==> src/rtl/count_dia_pkg.sv <==
// Shared calendar constants for the day/month counters.
// Month codes, day limits and the previous-month helper.
package count_dia_pkg;

  localparam logic [3:0] ENE = 4'd1;
  localparam logic [3:0] FEB = 4'd2;
  localparam logic [3:0] MAR = 4'd3;
  localparam logic [3:0] ABR = 4'd4;
  localparam logic [3:0] MAY = 4'd5;
  localparam logic [3:0] JUN = 4'd6;
  localparam logic [3:0] JUL = 4'd7;
  localparam logic [3:0] AGO = 4'd8;
  localparam logic [3:0] SEP = 4'd9;
  localparam logic [3:0] OCT = 4'd10;
  localparam logic [3:0] NOV = 4'd11;
  localparam logic [3:0] DIC = 4'd12;

  localparam logic [4:0] DIAS28 = 5'd28;
  localparam logic [4:0] DIAS29 = 5'd29;
  localparam logic [4:0] DIAS30 = 5'd30;
  localparam logic [4:0] DIAS31 = 5'd31;

  // January (and the unused code 0) wrap back to December.
  function automatic logic [3:0] mesPrev(input logic [3:0] m);
    return (m <= ENE) ? DIC : m - 4'd1;
  endfunction

endpackage

==> src/rtl/count_dia_dias_mes.sv <==
// Days-in-month lookup.
// Out-of-range month codes report 31 days.
module dias_mes
  import count_dia_pkg::*;
#(
  parameter int LEAP_EN = 1
) (
  input  logic [3:0] mes,
  input  logic       leap,
  output logic [4:0] maxDia
);

  // Month length from the calendar table.
  always_comb begin
    maxDia = DIAS31;
    case (mes)
      ABR, JUN, SEP, NOV: maxDia = DIAS30;
      FEB:
        maxDia = (leap && (LEAP_EN != 0)) ? DIAS29 : DIAS28;
      default: maxDia = DIAS31;
    endcase
  end

endmodule

==> src/rtl/count_dia.sv <==
// Day-of-month counter with BCD outputs.
// Carry/borrow pulses step the month counter.
module count_dia
  import count_dia_pkg::*;
#(
  parameter int LEAP_EN = 1
) (
  input  logic       clkM,
  input  logic       resetM,
  input  logic       enD,
  input  logic       upD,
  input  logic       downD,
  input  logic       ldD,
  input  logic [4:0] dinD,
  input  logic [3:0] mesD,
  input  logic       leapD,
  output logic [4:0] qD,
  output logic [1:0] decD,
  output logic [3:0] uniD,
  output logic       carryD,
  output logic       borrowD
);

  logic [4:0] maxCur;
  logic [4:0] maxPrev;
  logic [3:0] mesAnt;
  logic [4:0] uniTmp;
  logic       goUp;
  logic       goDown;

  assign mesAnt = mesPrev(mesD);
  assign goUp   = enD && upD && !downD;
  assign goDown = enD && downD && !upD;

  dias_mes #(.LEAP_EN(LEAP_EN)) uMaxCur (
    .mes    (mesD),
    .leap   (leapD),
    .maxDia (maxCur)
  );

  dias_mes #(.LEAP_EN(LEAP_EN)) uMaxPrev (
    .mes    (mesAnt),
    .leap   (leapD),
    .maxDia (maxPrev)
  );

  // Day state: load, then count, then clamp, else hold.
  always_ff @(posedge clkM or posedge resetM) begin
    if (resetM) begin
      qD      <= 5'd1;
      carryD  <= 1'b0;
      borrowD <= 1'b0;
    end else begin
      carryD  <= 1'b0;
      borrowD <= 1'b0;
      if (ldD) begin
        if (dinD == 5'd0)
          qD <= 5'd1;
        else if (dinD > maxCur)
          qD <= maxCur;
        else
          qD <= dinD;
      end else if (goUp) begin
        if (qD >= maxCur) begin
          qD     <= 5'd1;
          carryD <= 1'b1;
        end else begin
          qD <= qD + 5'd1;
        end
      end else if (goDown) begin
        if (qD <= 5'd1) begin
          qD      <= maxPrev;
          borrowD <= 1'b1;
        end else begin
          qD <= qD - 5'd1;
        end
      end else if (qD > maxCur) begin
        qD <= maxCur;
      end
    end
  end

  // BCD split by range compare instead of a divider.
  always_comb begin
    decD   = 2'd0;
    uniTmp = qD;
    if (qD >= 5'd30) begin
      decD   = 2'd3;
      uniTmp = qD - 5'd30;
    end else if (qD >= 5'd20) begin
      decD   = 2'd2;
      uniTmp = qD - 5'd20;
    end else if (qD >= 5'd10) begin
      decD   = 2'd1;
      uniTmp = qD - 5'd10;
    end
    uniD = uniTmp[3:0];
  end

endmodule

==> config.mk <==
export PLATFORM = sky130hd
export DESIGN_NAME = count_dia
export DESIGN_NICKNAME = d
export VERILOG_FILES = /design/src/rtl/count_dia_pkg.sv /design/src/rtl/count_dia_dias_mes.sv /design/src/rtl/count_dia.sv
export SDC_FILE = /design/constraint.sdc
export NUM_CORES = 1
export LEC_CHECK = 0
export ABC_AREA = 1
export ABC_CLOCK_PERIOD_IN_PS = 1700
export CORE_UTILIZATION = 45
export DETAILED_ROUTE_END_ITERATION = 10
export PLACE_DENSITY = 0.82
export SLEW_MARGIN = 30
export SYNTH_ARGS = -nofsm -noshare
export SYNTH_HDL_FRONTEND = slang
export SYNTH_SLANG_ARGS = --single-unit
==> constraint.sdc <==
create_clock -name clkM -period 1.7 [get_ports clkM]
set_input_delay 0.34 -clock clkM [delete_from_list [all_inputs] [get_ports clkM]]
set_output_delay 0.34 -clock clkM [all_outputs]
set_load 0.01 [all_outputs]
### After elaboration in Yosys (flattened, before gate mapping)

Index checks and enable logic that the tools add are counted.

* order comparisons: 8
* multipliers: 0
* div/mod/pow operators: 0
* shift operators: 0
* $add $sub $neg: 6
* equal/unequal tests: 10
* bitwise operators: 0
* mux-type cells: 25
* reductions and logical operators: 10

Operators by type and width (count)
* 5-bit two-way mux: 8
* 4-bit by 3-bit equality test with 1-bit output (second input constant): 4
* 4-bit equality test (second input constant): 4
* 4-bit two-way mux: 4
* 5-bit greater-or-equal comparator (second input constant): 2
* 5-bit > comparator: 2
* 5-bit one-hot mux with 2 select lines: 1
* 1-bit two-way mux: 9
* 4-bit by 2-bit equality test with 1-bit output (second input constant): 2
* 4-bit OR reduction: 2
* 4-bit subtractor (second input constant): 2
* 5-bit by 1-bit adder with 5-bit output (second input constant): 1
* 5-bit by 4-bit greater-or-equal comparator with 1-bit output (second input constant): 1
* 5-bit greater-or-equal comparator: 1
* 5-bit by 1-bit <= comparator with 1-bit output (second input constant): 1
* 5-bit logical NOT: 1
* 5-bit by 1-bit subtractor with 5-bit output (second input constant): 1
* 4-bit by 1-bit <= comparator with 1-bit output (second input constant): 1
* 1-bit logical AND: 4
* 2-bit two-way mux: 2
* 2-bit one-hot mux with 2 select lines: 1
* 4-bit nonzero test: 1
* 4-bit by 1-bit subtractor with 4-bit output (second input constant): 1
* 4-bit by 3-bit subtractor with 4-bit output (second input constant): 1
* 1-bit logical NOT: 2

* output and inout bits: 13
* input bits: 16
* bits in latches: 0
* bits in writable memories: 0
* memories kept: 0
* register bits after elaboration: 7
* memory bits (read-only): 0

### Logic depth before layout (Yosys ltp)

Gate-level depths: netlist (run 1).

* depth after elaboration: 9
* gate-level depth with buffers: 14

### Cells and area by module

Synthesis (run 1) repeated with hierarchy kept, for this count alone.

* cells, all modules: 264
* area total of the unflattened synthesis: 1540.2 um^2

Modules (own cells, without submodules)
* count_dia: cells an instance 236, instances 1, seq. area each 176.4 um^2, area each 1392.6 um^2
* dias_mes: cells an instance 14, instances 2, seq. area each 0.0 um^2, area each 73.8 um^2

### Worst setup path before layout (run 1)

OpenSTA, ideal clock, no wires.

* path kind: in2reg
* from: input mesD[0]
* to: register qD[0]
* cell stages on the path: 14
* setup slack: -0.327 ns
* arrival time: 1.947 ns
* path through: inv_1 > ha_1 > o21ai_0 > nand2_1 > a22oi_2 > ha_1 > nand2_1 > nand4_1 > nor2_1 > nor2_1 > a21oi_1 > nand2_1 > a21oi_1 > a21oi_1

* longest elaborated chain between the ends: 9
* elaborated cells on any way between the ends: 29

Ends and longest elaborated chain
* start: declaration: line count_dia.sv:15 `input logic [3:0] mesD,`
* 4-bit by 1-bit subtractor with 4-bit output or 4-bit by 1-bit <= comparator with 1-bit output (tied branches): line count_dia_pkg.sv:25 `return (m <= ENE) ? DIC : m - 4'd1;`
* 4-bit two-way mux: line count_dia_pkg.sv:25
* 4-bit by 3-bit equality test with 1-bit output or 4-bit equality test (tied branches): line count_dia_dias_mes.sv:16 `case (mes)`
* 4-bit OR reduction: line count_dia_dias_mes.sv:16
* 2-bit one-hot mux with 2 select lines: line count_dia_dias_mes.sv:16
* 5-bit two-way mux: line count_dia.sv:71 `if (qD <= 5'd1) begin`
* 5-bit two-way mux: line count_dia.sv:70 `end else if (goDown) begin`
* 5-bit two-way mux: line count_dia.sv:63 `end else if (goUp) begin`
* 5-bit two-way mux: line count_dia.sv:56 `if (ldD) begin`
* end signal: assignment: line count_dia.sv:60 `qD <= maxCur;`
* end signal: assignment: line count_dia.sv:62 `qD <= dinD;`
* end signal: assignment: line count_dia.sv:72 `qD <= maxPrev;`
* end: declaration: line count_dia.sv:17 `output logic [4:0] qD,`

Several ways; a longest one is shown, not always the timed one. The select of a mux whose other input is x is not followed.
A chain may end at the register's enable or synchronous reset.

### Worst setup path in the final report (run 1)

* from: register qD[1]
* to: output uniD[3]

* longest elaborated chain between the ends: 4
* elaborated cells on any way between the ends: 9

Ends and longest elaborated chain
* start signal: assignment: line count_dia.sv:60
* start signal: assignment: line count_dia.sv:62
* start signal: assignment: line count_dia.sv:68 `qD <= qD + 5'd1;`
* 4-bit subtractor or 5-bit by 4-bit greater-or-equal comparator with 1-bit output (tied branches): line count_dia.sv:95, count_dia.sv:93
* 4-bit two-way mux: line count_dia.sv:93 `end else if (qD >= 5'd10) begin`
* 4-bit two-way mux: line count_dia.sv:90 `end else if (qD >= 5'd20) begin`
* 4-bit two-way mux (*): line count_dia.sv:87 `if (qD >= 5'd30) begin`
* end: declaration: line count_dia.sv:19 `output logic [3:0] uniD,`

Mark *: on every way between the ends. The rest lies on a longest branch, timed or not.

==> results by group, run 1 <==
Worst setup path
  – CP Capture Type: output port
  – Reg-to-Reg Start: qD[0]$_DFFE_PP1P_
  – CP arrival: 1.77 ns
  – CP max-delay cell: dfrtp_2
  – Max incr delay on CP: around 0.46 ns
  – FF-to-FF path depth: 9
  – Worst flop-to-flop path endpoint: qD[3]$_DFFE_PP0P_
  – Worst endpoint required time: 1.36 ns
  – Critical path fanouts, max: 4
  – Flop2flop setup slack: -0.30 ns
  – Crit start category: flop
  – CP cell instances: inv_4, ha_2, nand2_2, a31oi_4, inv_2, o21ai_1, nand3_1, o21ai_0, buf_2
  – Crit path from: qD[1]$_DFFE_PP0P_
  – Worst Setup Path Type: reg -> out

Pwr
  – Maximum VDD drop: 0.0007670 V
  – Leak pwr: 1.090 nW
  – Switching share of power: 47.29%
  – Int Pwr: 0.9258 mW
  – Power Dens Cells: 786.0 nW/um^2
  – Register share of total power: 14.1%
  – Comb power frac: 76.3%
  – Switch Pwr: between 0.8 and 0.9 mW
  – Clk pwr share: 9.6%

STA
  – Period utilization: 124.2%
  – RSZ-0062 raised after global routing: yes
  – Setup TNS: -3.116 ns
  – Setup ws final: -0.4116 ns
  – Final number of setup-violating endpoints: 12
  – Hold WS: roughly 0.29 ns
  – Slew margin rel.: roughly four fifths
  – Fmax: approximately 470 MHz
  – Max Slew Vio Count: 0
  – Hold Fails Final Rpt: 0
  – Final Skew: roughly 0.013 ns
  – Minimum clock period: between 2 and 2.5 ns
  – Slew @ Worst Pin: 0.3281 ns

Placement
  – Placed Area: 2004 um^2
  – Dpl hpwl: 3018 um
  – Routability congestion estimate: between 0.9 and 1
  – # port buffers: 28

Clock network
  – Clock sink count: 7
  – CTS tree: yes
  – Clock latency on the worst-skew pair: 0.28 ns
  – H-tree depth: 1
  – Clock transition at path regs: around 0.06 ns
  – Clk root buf: clkbuf_4
  – Total CTS buffers: 3
  – Max Root-Sink Buffers: 2
  – # hold bufs at CTS: 0

Routing
  – DR WL/cell: ~16 um
  – DRC errors left: 0
  – WL final: 4943 um
  – Routed Antenna Nets: 0
  – Vias/cell: 5.748
  – 1st-iter DRT viols: 72
  – Via count: 1759
  – Pre-antenna DRT Iters: 4

Run status
  – Violated checks: negative setup slack
  – Outcome: complete, but fails checks

Die
  – Die W: 54.68 um
  – I/O pin count: 29
  – Chip Height: ~55 um
  – Placeable Area: approximately 2500 um^2
  – Site Rows: 18
  – Die footprint: between 2000 and 3000 um^2
  – Starting Density: 49.07%

Layout
  – Area Growth Syn to Fin: 78.96%
  – Post-Layout Inst Area: 2235 um^2
  – Filler cell count: 126
  – Fin util: 87.81%
  – Ant diodes: 0
  – Multi-input gate area: 1094 um^2
  – Post-layout nets: 312
  – Register Area: 180.2 um^2
  – Share of cells above drive strength 1: between 40 and 50%

GRT
  – Total GRT Usage: 30.60%
  – Vias in the first global route: roughly 1.5k
  – Largest net degree at the start of global routing: 10
  – Grt ovf: 0
  – Initial antenna violation count: 0
  – First-pass GRT wire length: 6561 um

Yosys
  – Syn Area/Cell: 6.642 um^2
  – Distinct cells, synth: 36
  – XOR/XNOR Fraction of Synth Area: 4.208%
  – Synth Instances: 188
  – Post-Synth Adder-Cell Area: about a fifth
  – Post-synthesis mux area share: 0%
  – Synth Area in Simple Gates: 31.56%
  – #FFs+latches synth: 7
  – Synth Area in Compound Gates: 18.54%
  – Synth Cell Area: 1249 um^2
  – Largest family of logic cells by synthesized area: simple AND/OR/NAND/NOR gates
  – Syn Nets: 223
  – Yosys Warn Count: 0
  – Seq/Total Area, Yosys: 14.13%

Job
  – Max Cap Viol: 0

Min path
  – Hold Crit Class: in -> async
-- placed cells by master (no fill, tap or decap), types with 4 or more instances in the layout --
master | netlist | layout
a21oi_1 | 9 | 6
buf_2 | 1 | 5
buf_4 | 2 | 56
buf_6 | 1 | 4
clkdlybuf4s50_1 | 0 | 13
dlygate4sd2_1 | 0 | 5
ha_1 | 19 | 9
ha_2 | 0 | 6
ha_4 | 0 | 4
inv_1 | 28 | 16
inv_2 | 3 | 9
inv_4 | 0 | 4
nand2_1 | 40 | 34
nand2_2 | 2 | 7
nand3_1 | 10 | 7
nand3_2 | 1 | 4
nor2_1 | 20 | 17
nor2_2 | 2 | 4
o21ai_0 | 11 | 5
o21ai_1 | 1 | 6
xor2_1 | 5 | 4
-- power groups by stage --
stage	sequential, mW	clock [mW]	combinational (mW)
floorplan	0.259	0	0.599
global placement	0.246	0	1.13
detailed placement	0.250	0	1.16
CTS	0.244	0.166	1.19
global route	0.250	0.177	1.43
finish	0.247	0.169	1.34
-- stage by stage --
| step | instances | total power [mW] | worst slack (ns) |
|---|---|---|---|
| final | 306 | 1.756 | -0.4116 |
| after floorplan | 188 | 0.8583 | -0.2318 |
| after detailed placement | 289 | 1.409 | -1.040 |
| after global placement | 289 | 1.377 | -0.9499 |
| after global routing | 306 | 1.859 | -0.4360 |
| after CTS | 300 | 1.599 | -0.3379 |
-- synthesized netlist by cell type (all sizes together) --
master,count,area share (%)
o211ai,1,0.60
dfstp,1,2.1
inv,31,9.3
nor3,5,2.9
nand3,12,6.2
xor2,5,3.5
a21oi,10,4.9
o221ai,1,0.70
o21a,1,0.60
o21ai,15,7.5
nand4,3,1.5
buf,4,2.5
o22ai,1,0.50
ha,19,19
xnor2,1,0.70
o31ai,1,0.60
a31oi,3,1.5
dfrtp,6,12
clkinv,1,0.70
nor2,23,7.9
a22oi,2,1.6
nand2,42,13
-- repair_timing --
action / 4_1_cts / 5_1_grt
pin swaps: 23 / 25
setup endpoints to repair: 16 / 14
setup buffers: 7 / 11
gates resized for setup: 58 / 24
-- layer usage --
layer | GRT usage, % | vias to the layer above | share of wire (%)
met3 | 6.667 | 36 | 8.3
li1 | - | 792 | -
met5 | 0 | - | 0
met1 | 35.77 | 814 | 37
met4 | 10.68 | 0 | 5.4
met2 | 53.82 | 117 | 49
-- final cells by class --
cell class,count,area share (%)
inverters,32,6.943
well taps,30,1.680
clock buffers,4,1.176
multi-input cells,145,48.94
flip-flops and latches,7,8.063
repair buffers,88,33.20
-- sequential cells by signal, indices dropped and copies added, names as in the netlist --
register and flops:
carryD 1, qD 5, borrowD 1
-- worst max-delay path: cells and delay by family, from the launching register on --
| kind | cells | cell delay, ns |
|---|---|---|
| AND/OR/NAND/NOR | 2 | 0.17 |
| flip-flops | 1 | 0.46 |
| adder cells (fa/ha/maj) | 1 | 0.17 |
| buffers and inverters | 3 | 0.33 |
| AO/OA/AOI/OAI | 3 | 0.37 |
-- how the worst max path moves through the flow --
stage | end | slack (ns) | cells after the start
2_1_floorplan | qD[0]$_DFFE_PP1P_ | -0.23 | 14
3_3_place_gp | qD[0]$_DFFE_PP1P_ | -0.95 | 16
3_5_place_dp | qD[0]$_DFFE_PP1P_ | -1.04 | 16
4_1_cts | uniD[1] | -0.34 | 9
5_1_grt | uniD[2] | -0.44 | 10
6_report | uniD[3] | -0.41 | 9
-- cells by family after synthesis --
| family | Yosys count |
|---|---|
| adders and majority gates | 19 |
| and+or+nand+nor | 85 |
| xor gates and xnor gates | 6 |
| DFF | 7 |
| AOI/OAI and AO/OA | 35 |
| buffers and inverters | 36 |
Note: power is estimated with default switching activity, not from simulation.
==> inputs of run 2 (changes only) <==
--- a/config.mk
+++ b/config.mk
@@ -7,9 +7,11 @@
 export LEC_CHECK = 0
 export ABC_AREA = 1
 export ABC_CLOCK_PERIOD_IN_PS = 1700
-export CORE_UTILIZATION = 45
+export CELL_PAD_IN_SITES_DETAIL_PLACEMENT = 1
+export CELL_PAD_IN_SITES_GLOBAL_PLACEMENT = 1
+export CORE_UTILIZATION = 32
 export DETAILED_ROUTE_END_ITERATION = 10
-export PLACE_DENSITY = 0.82
+export PLACE_DENSITY = 0.83
 export SLEW_MARGIN = 30
 export SYNTH_ARGS = -nofsm -noshare
 export SYNTH_HDL_FRONTEND = slang
==> results by group, run 2 (same netlist as run 1, synthesis figures left out) <==
Pwr
  – Maximum VDD drop: approximately 0.0003 V
  – Power Dens Cells: 911.6 nW/um^2
  – Total Power: 2.274 mW
  – Leak pwr: ~1.2 nW

GRT
  – Initial antenna violation count: 0
  – Largest net degree at the start of global routing: 10
  – Total GRT Usage: 28.68%
  – Grt ovf: 0
  – Vias in the first global route: 1839
  – First-pass GRT wire length: slightly below 9000 um

Clock network
  – H-tree depth: 1
  – CTS tree: yes
  – Clock sink count: 7
  – Clock latency on the worst-skew pair: between 0.2 and 0.3 ns
  – Clk root buf: clkbuf_8
  – Max Root-Sink Buffers: 2
  – Total CTS buffers: 3
  – Clock transition at path regs: 0.05 ns

Layout
  – Most common cell after layout, fill and taps aside: buf_4
  – Post-layout nets: 320
  – Area Growth Syn to Fin: 99.80%
  – Largest regs: qD x5, borrowD x1, carryD x1
  – Share of cells above drive strength 1: 54.58%
  – Top reg by flops: qD
  – Ant diodes: 0
  – Most frequent cells in the layout: buf_4 (56), nand2_1 (32), inv_1 (16)
  – Max FFs per register: 5

STA
  – Final number of setup-violating endpoints: 12
  – Slew @ Worst Pin: ~0.45 ns
  – Slew margin rel.: 69.62%
  – Minimum clock period: 2.247 ns
  – Hold WS: 0.3539 ns
  – Setup ws final: -0.5469 ns
  – Final Skew: approximately 0.0013 ns
  – Max Slew Vio Count: 0
  – Fmax: 445.1 MHz
  – RSZ-0062 raised after global routing: yes
  – Period utilization: 132.2%
  – Hold Fails Final Rpt: 0

Die
  – Die footprint: between 4000 and 5000 um^2
  – Site Rows: 22
  – Die W: 64.47 um
  – Starting Density: 33.85%
  – Chip Height: 64.47 um
  – Placeable Area: 3689 um^2
  – I/O pin count: 29

Routing
  – DR WL/cell: 22.69 um
  – 1st-iter DRT viols: between 100 and 150
  – Routed Antenna Nets: 0
  – WL final: 7533 um
  – Via count: 1813
  – Pre-antenna DRT Iters: 4
  – DRC errors left: 0
  – Vias/cell: 5.461

Min path
  – Hold Crit Class: in -> async

Worst setup path
  – Worst endpoint required time: approximately 1.9 ns
  – CP Capture Type: flop
  – Worst Setup Path Type: in -> reg
  – Critical path fanouts, max: 4
  – CP arrival: 2.40 ns
  – Crit start category: input port

Run status
  – Violated checks: negative setup slack
  – Outcome: complete, but fails checks

Placement
  – Dpl hpwl: 3773 um
  – # port buffers: 28
  – Routability congestion estimate: 0.9008

Job
  – Max Cap Viol: 0
[run 2: changes by cell type in the layout (fill, tap and decap cells not counted), moves of 3 or more]
cell            before  now
dlymetal6s2s_1       3    0
nor2_4               2    5
clkbuf_4             3    0
ha_2                 6    2
buf_6                4   14
nor2_1              17   13
clkbuf_8             0    3
ha_4                 4    9
nand2_4              1    4
[run 2: path summary, 6_finish.rpt]
check | start | end | slack (ns) | depth (start not counted)
min in group clkM | qD[3]$_DFFE_PP0P_ | qD[3]$_DFFE_PP0P_ | 0.80 | 3
min | resetM | carryD$_DFF_PP0_ | 0.35 | 2
max reg2reg | qD[1]$_DFFE_PP0P_ | qD[1]$_DFFE_PP0P_ | -0.47 | 11
max | mesD[1] | qD[1]$_DFFE_PP0P_ | -0.55 | 15
max in group asynchronous | resetM | qD[0]$_DFFE_PP1P_ | 1.05 | 2
min reg2reg | qD[3]$_DFFE_PP0P_ | qD[3]$_DFFE_PP0P_ | 0.80 | 3
[run 2: where the power goes]
| group | leakage [nW] | internal (mW) | switching, mW | total (mW) |
|---|---|---|---|---|
| combinational | 1.06 | 0.816 | 0.924 | 1.74 |
| sequential | 0.0803 | 0.200 | 0.0530 | 0.253 |
| clock | 0.0228 | 0.166 | 0.116 | 0.282 |
| total | 1.17 | 1.18 | 1.09 | 2.27 |
[run 2: worst max-delay path, cell delays in order]
cell and delay (ns):
buf_12 0.11, inv_12 0.04, ha_4 0.15, o21ai_1 0.14, nand2_1 0.09, a22oi_2 0.26
ha_1 0.25, nor2_2 0.06, o21ai_2 0.24, nand2_2 0.14, inv_2 0.11, nand3_1 0.09
nand2_1 0.10, nand2_1 0.08, a21oi_1 0.20
[run 2: per-layer routing]
layer / global-route usage [%] / share of wire [%] / up-vias
met5: 0 / 0 / -
met4: 11.67 / 3.2 / 0
met3: 5.282 / 5.3 / 23
met2: 55.53 / 52 / 81
met1: 29.83 / 40 / 907
li1: - / - / 802
[run 2: cell type report]
type / count / area, um^2
Clock buffer: 4 / 45.04
Fill cell: 425 / 1194
Inverter: 32 / 157.7
Multi-Input combinational cell: 145 / 1216
Sequential cell: 7 / 180.2
Tap cell: 48 / 60.06
Timing Repair Buffer: 96 / 835.8
[run 2: through the flow]
step           TNS (ns)  setup slack, ns  utilization, %  instances  instance area (um^2)
3_3_place_gp     -7.487          -0.9582           55.77        311                  2057
4_1_cts          -3.218          -0.3800           61.91        326                  2283
2_1_floorplan   -0.8089          -0.2318               -        188                  1365
5_1_grt          -5.473          -0.6694           67.64        332                  2495
6_report         -4.516          -0.5469           67.64        332                  2495
3_5_place_dp     -8.735           -1.148           55.77        311                  2057
[run 2: repair_timing]
action                     in CTS  in global routing
hold buffers                    0                  0
pin swaps                      27                 31
resized for setup              72                 45
buffers inserted               11                 11
cloned                          0                  0
setup endpoints to repair      14                 12
